### src/rtl/e_x_pkg.sv
// Shared constants for the e^x range-reduction pre/post-processing blocks.
package e_x_pkg;

  localparam int          MANT_FRAC  = 30;                  // e^r mantissa is Q2.30
  localparam int          Y_FRAC     = 16;                  // result is Q16.16
  localparam int          SHIFT_BIAS = MANT_FRAC - Y_FRAC;  // 14: Q2.30 -> Q16.16 alignment
  localparam logic [31:0] Y_MAX      = 32'hFFFF_FFFF;

  typedef logic [31:0] mant_t;
  typedef logic [31:0] y_t;

endpackage

### src/rtl/e_x_shift_round.sv
// Combinational scale-by-2^sh of a Q2.30 mantissa into an unsigned Q16.16
// result: left shifts saturate on overflow, right shifts round half up.
module e_x_shift_round
  import e_x_pkg::*;
#(
  parameter int SH_W = 9
) (
  input  mant_t                  mant_i,
  input  logic signed [SH_W-1:0] sh_i,
  output y_t                     y_o,
  output logic                   sat_o
);

  logic            neg;
  logic [SH_W-1:0] mag;
  logic [63:0]     field;

  // Barrel shift into a 64-bit field, then clamp (left) or round (right).
  always_comb begin
    neg   = sh_i[SH_W-1];
    mag   = neg ? SH_W'(-sh_i) : SH_W'(sh_i);
    field = '0;
    y_o   = '0;
    sat_o = 1'b0;
    if (mant_i == '0) begin
      y_o = '0;
    end else if (!neg) begin
      if (mag >= SH_W'(32)) begin
        y_o   = Y_MAX;
        sat_o = 1'b1;
      end else begin
        field = {32'd0, mant_i} << mag[4:0];
        if (|field[63:32]) begin
          y_o   = Y_MAX;
          sat_o = 1'b1;
        end else begin
          y_o = field[31:0];
        end
      end
    end else if (mag <= SH_W'(32)) begin
      // Upper half is the truncated quotient, bit 31 is the first dropped bit.
      // Truncated value is at most 0x7FFFFFFF here, so the +1 cannot wrap.
      field = {mant_i, 32'd0} >> mag[5:0];
      y_o   = field[63:32] + {31'd0, field[31]};
    end
  end

endmodule

### src/rtl/e_x_postprocess.sv
// e^x = 2^k * e^r reconstruction: 3-stage valid/ready pipeline that scales the
// Q2.30 e^r mantissa by 2^k into a saturated, rounded Q16.16 result and keeps a
// sticky count of saturated outputs. rst_n is asserted asynchronously and is
// expected to be released synchronously to clk by the reset source.
module e_x_postprocess
  import e_x_pkg::*;
#(
  parameter int K_W   = 8,
  parameter int CNT_W = 16
) (
  input  logic                  clk,
  input  logic                  rst_n,
  input  logic                  in_valid,
  output logic                  in_ready,
  input  logic signed [K_W-1:0] in_k,
  input  logic [31:0]           in_mant,
  output logic                  out_valid,
  input  logic                  out_ready,
  output logic [31:0]           out_y,
  output logic                  out_sat,
  input  logic                  cnt_clr,
  output logic [CNT_W-1:0]      sat_count
);

  localparam int SH_W = K_W + 1;

  logic                   vld_p1_q, vld_p2_q, vld_p3_q;
  logic                   ld_p1, ld_p2, ld_p3;
  logic signed [K_W-1:0]  k_p1_q;
  mant_t                  mant_p1_q, mant_p2_q;
  logic signed [SH_W-1:0] sh_p2_d, sh_p2_q;
  y_t                     y_p3_d, y_p3_q;
  logic                   sat_p3_d, sat_p3_q;
  logic                   out_fire;
  logic [CNT_W-1:0]       cnt_d, cnt_q;

  // A stage loads when it is empty or its downstream neighbour is loading,
  // so bubbles collapse and a full pipe still streams one item per cycle.
  assign ld_p3    = !vld_p3_q || out_ready;
  assign ld_p2    = !vld_p2_q || ld_p3;
  assign ld_p1    = !vld_p1_q || ld_p2;
  assign in_ready = ld_p1;

  // Stage valid bits move with their stage loads; reset empties the pipe.
  always_ff @(posedge clk or negedge rst_n) begin
    if (!rst_n) begin
      vld_p1_q <= 1'b0;
      vld_p2_q <= 1'b0;
      vld_p3_q <= 1'b0;
    end else begin
      if (ld_p1) vld_p1_q <= in_valid;
      if (ld_p2) vld_p2_q <= vld_p1_q;
      if (ld_p3) vld_p3_q <= vld_p2_q;
    end
  end

  // ---- Stage 1: capture exponent and mantissa.
  always_ff @(posedge clk) begin
    if (ld_p1 && in_valid) begin
      k_p1_q    <= in_k;
      mant_p1_q <= in_mant;
    end
  end

  // ---- Stage 2: net shift combines 2^k with the Q2.30 -> Q16.16 realignment.
  assign sh_p2_d = $signed({k_p1_q[K_W-1], k_p1_q}) - $signed(SH_W'(SHIFT_BIAS));

  // Register the shift amount alongside its mantissa.
  always_ff @(posedge clk) begin
    if (ld_p2 && vld_p1_q) begin
      sh_p2_q   <= sh_p2_d;
      mant_p2_q <= mant_p1_q;
    end
  end

  e_x_shift_round #(
    .SH_W (SH_W)
  ) u_shift_round (
    .mant_i (mant_p2_q),
    .sh_i   (sh_p2_q),
    .y_o    (y_p3_d),
    .sat_o  (sat_p3_d)
  );

  // ---- Stage 3: result register; held while the consumer stalls.
  always_ff @(posedge clk or negedge rst_n) begin
    if (!rst_n) begin
      y_p3_q   <= '0;
      sat_p3_q <= 1'b0;
    end else if (ld_p3 && vld_p2_q) begin
      y_p3_q   <= y_p3_d;
      sat_p3_q <= sat_p3_d;
    end
  end

  assign out_valid = vld_p3_q;
  assign out_y     = y_p3_q;
  assign out_sat   = sat_p3_q;
  assign out_fire  = vld_p3_q && out_ready;

  // Saturating count of delivered clamped results; clear has priority.
  always_comb begin
    cnt_d = cnt_q;
    if (cnt_clr) begin
      cnt_d = '0;
    end else if (out_fire && sat_p3_q && (cnt_q != '1)) begin
      cnt_d = cnt_q + CNT_W'(1);
    end
  end

  // Counter state register.
  always_ff @(posedge clk or negedge rst_n) begin
    if (!rst_n) cnt_q <= '0;
    else        cnt_q <= cnt_d;
  end

  assign sat_count = cnt_q;

endmodule
### config.mk
export PLATFORM = sky130hd
export DESIGN_NAME = e_x_postprocess
export DESIGN_NICKNAME = d
export VERILOG_FILES = /design/src/rtl/e_x_pkg.sv /design/src/rtl/e_x_shift_round.sv /design/src/rtl/e_x_postprocess.sv
export SDC_FILE = /design/constraint.sdc
export NUM_CORES = 1
export LEC_CHECK = 0
export ABC_AREA = 1
export CAP_MARGIN = 0
export CORE_MARGIN = 5
export CORE_UTILIZATION = 59
export DETAILED_ROUTE_END_ITERATION = 8
export HOLD_SLACK_MARGIN = 0.05
export PLACE_DENSITY = 0.93
export SYNTH_ARGS = -nofsm -noshare
export SYNTH_HDL_FRONTEND = slang
export SYNTH_SLANG_ARGS = --single-unit
### constraint.sdc
create_clock -name clk -period 4.38 [get_ports clk]
set_clock_uncertainty 0.2 [all_clocks]
set_input_delay 1.314 -clock clk [delete_from_list [all_inputs] [get_ports clk]]
set_output_delay 1.314 -clock clk [all_outputs]
set_load 0.05 [all_outputs]
==> qor.yml, run 1 <==
status: "finished, final reports clean"
worst_slew_pin_slew_ps: 767.6
peakVddDrop_mv: 0.4623
synth_top_family_by_area: "simple AND/OR/NAND/NOR gates"
synth_compound_area_share_pct: 10.99
drv_slew: 0
p_per_area_nw_per_um2: 602.3
hold_slack_ps: 215.9
cts_buffers: 17
die-area_um2: 20210
min_period_ps: 4040
rsz0062_at_grt: "no"
p_switching_mw: 3.487
synth-seq-cells: 133
slowest_stage: "nand2_1"
port-buffer-count: 95
post-cts-setup-buffers: 0
fmax_ghz: 0.2475
intPower_mw: 3.633
n_antenna_cell: 0
path_class: "reg2reg"
cts_tree: "yes"
drt_first_pass_iters: 9
slowest_delay_ps: 650
setup_viol: 0
synth-simple-area-share_pct: 42.24
ant_nets: 0
cp.depth: 17
synth_area_per_cell_um2: 6.663
ys.warnings.count: 0
grt_max_degree: 66
yosysSeqAreaShare_pct: 36.22
num_rows: 48
grt-ovfl-total: 0
cts_root_buffer: "clkbuf_16"
wl_per_cell_um: 16.89
area_growth_syn_to_layout_pct: 14.69
ys_types: 53
syn_area_um2: 10310
clk_path_buf_depth: 2
timing.final.crit_share_pct: 92.24
r2r-start: "sh_p2_q[0]"
critPathRequiredTime_ps: 4540
ctsHoldBuffers: 0
drive_above_1_share_pct: 7.236
layout.nets: 1655
drcViolationCount: 0
synth-adder-area-share_pct: 0.7283
synth_mux_area_share_pct: 0.1942
synth_top_area_share_pct: 23.60
clkLatencyLatePin_ps: 430
pin_count: 96
pwr-share-comb_pct: 54.6
initial_core_util_pct: 59.80
vias: 11337
die_h_um: 142.2
cp.arrival_ps: 4200
crit_start: "sh_p2_q[0]"
cts_htree_levels: 4
final_common_cell: "nand2_1"
p_leak_nw: 5.368
ys_top_cells_by_area: "edfxtp_1 (24%), nand2_1 (23%), dfrtp_1 (13%)"
hpwlAfterDp_um: 22890
antenna_found_initial: 0
grt_pass1_vias: 10758
crit_top_cell: "nand2_1"
core_area_um2: 17240
gp_congestion: 1.162
viasPerCell: 6.155
synth-xor-area-share_pct: 0.5098
layout_common_cells: "nand2_1 (619), nand3_1 (183), nor2_1 (105)"
p_seq_share_pct: 25.3
drv_cap: 0
synth_top_area_cell: "edfxtp_1"
critical_path.top_delay_family: "simple AND/OR/NAND/NOR gates"
dp_slack_ps: 511.1
syn_nets: 1598
r2r_slack_ps: 340
synth_cells: 1547
clock_power_share_pct: 20.1
worst-path-buf-inv: 2
critPathLaunchType: "flop"
setup.worst_path.end: "out_y[23]"
drt_wl_total_um: 31110
cp_cell_sequence: "inv_2, ha_1, inv_1, nand2_1, nand2_4, nand2_1, nand3_1, o21ai_0, o21ai_0, nor2_1, nand2_1, nor2_1, nand2_1, nand2_1, nand2_1, nand2_1, nand3b_1"
power_switching_share_pct: 48.98
die_width_um: 142.2
hold_viol: 0
cts_num_sinks: 133
endpoint_kind: "flop"
drt_iter0_drc: 2020
slew_headroom_pct: 48.71
clkSlewWorstSetupHoldPaths_ps: 50
r2r_cells: 17
fin_tns_setup_ps: 0
power_mw: 7.120
cp_max_fo: 64
cts_resized: 0
track_usage_pct: 31.45
fin_ws_ps: 339.7
grt_pass1_wl_um: 51430
rr_endpoint: "out_y[23]"
hold_path.class: "reg2reg"
==> power groups by stage <==
stage / logic, mW / clock network [mW] / registers (mW)
after floorplan: 2.24 / 0 / 2.32
after global placement: 3.66 / 0 / 1.81
after detailed placement: 3.72 / 0 / 1.81
after CTS: 3.76 / 1.44 / 1.79
after global routing: 4.19 / 1.51 / 1.83
final: 3.89 / 1.43 / 1.80
==> final cells by class <==
cell class	instances	area, µm²
multi-input combinational	1220	5634
sequential	133	3734
fill	1285	5415
timing repair buffer	115	1119
clock buffer	23	520.5
tap	225	281.5
inverter	117	444.2
clock inverter	9	88.84
==> cell families after synthesis <==
| family | after synthesis |
|---|---|
| flops | 133 |
| fa+ha+maj | 6 |
| buf+inv | 194 |
| mux | 2 |
| simple gates | 1002 |
| xor+xnor | 6 |
| compound gates | 204 |
==> layer usage <==
layer / vias up / GRT usage (%) / share of wire (%)
met2: 901 / 51.45 / 46
met5: - / 0 / 0.15
met1: 4987 / 36.74 / 35
met4: 2 / 19.70 / 7.0
met3: 238 / 8.434 / 12
li1: 5209 / - / -
==> stage by stage <==
stage	std cells	area (µm²)	utilization, %
finish	1842	11820	68.58
global placement	1810	11210	65.05
global route	1842	11820	68.58
floorplan	1547	10310	-
CTS	1842	11820	68.58
detailed placement	1810	11210	65.05
==> registers in the layout, summed over array words and instances, names as in the netlist <==
register,flops
mant_p1_q,32
sh_p2_q,9
vld_p2_q,1
out_sat,1
out_valid,1
sat_count,16
k_p1_q,8
out_y,32
vld_p1_q,1
mant_p2_q,32
==> synthesized netlist by cell type, drive strengths merged <==
library cell	count
o21ai	131
and2	2
a22o	9
a32o	1
nor4	14
xor2	4
o221ai	1
a41oi	1
o21bai	1
o211ai	1
clkinv	1
or2	1
a31o	2
clkbuf	17
edfxtp	81
xnor2	2
buf	60
nand2	642
mux2i	2
a221oi	1
nand4	12
nor2	121
a31oi	8
o2bb2ai	1
nand3b	6
inv	116
o22ai	3
a32oi	1
nor3	16
o22a	1
o31ai	3
ha	6
a21oi	34
nor3b	1
a22oi	2
a211oi	3
nand3	187
dfrtp	52
==> worst reg2reg max path, stage by stage, from the launching register on <==
cell      delay (ps)
edfxtp_1         390
inv_2            180
ha_1             280
inv_1             60
nand2_1           70
nand2_4          450
nand2_1          170
nand3_1          120
o21ai_0          140
o21ai_0          430
nor2_1           100
nand2_1           90
nor2_1            40
nand2_1           50
nand2_1          190
nand2_1          650
nand2_1          200
nand3b_1         140
==> worst min-delay path by stage <==
stage | start | end | slack [ps] | cells past startpoint
after floorplan | mant_p1_q[0] | mant_p2_q[0] | 200 | 0
after global placement | mant_p1_q[6] | mant_p2_q[6] | 200 | 0
after detailed placement | mant_p1_q[12] | mant_p2_q[12] | 200 | 0
after CTS | mant_p1_q[31] | mant_p2_q[31] | 210 | 0
after global routing | mant_p1_q[25] | mant_p2_q[25] | 220 | 0
final | mant_p1_q[2] | mant_p2_q[2] | 220 | 0
Note: power is estimated with default switching activity, not from simulation.
==> run 2, diff against run 1 <==
--- a/config.mk
+++ b/config.mk
@@ -9,6 +9,7 @@
 export CAP_MARGIN = 0
 export CORE_MARGIN = 5
 export CORE_UTILIZATION = 59
+export CTS_CLUSTER_SIZE = 8
 export DETAILED_ROUTE_END_ITERATION = 8
 export HOLD_SLACK_MARGIN = 0.05
 export PLACE_DENSITY = 0.93
==> results of run 2 <==
No change in the layout: final DEF, timing and power equal those of run 1.
==> run 3, diff against run 2 <==
--- a/config.mk
+++ b/config.mk
@@ -11,8 +11,8 @@
 export CORE_UTILIZATION = 59
 export CTS_CLUSTER_SIZE = 8
 export DETAILED_ROUTE_END_ITERATION = 8
-export HOLD_SLACK_MARGIN = 0.05
 export PLACE_DENSITY = 0.93
+export SKIP_LAST_GASP = 1
 export SYNTH_ARGS = -nofsm -noshare
 export SYNTH_HDL_FRONTEND = slang
 export SYNTH_SLANG_ARGS = --single-unit
==> results of run 3 <==
No change in the layout: final DEF, timing and power equal those of run 1.
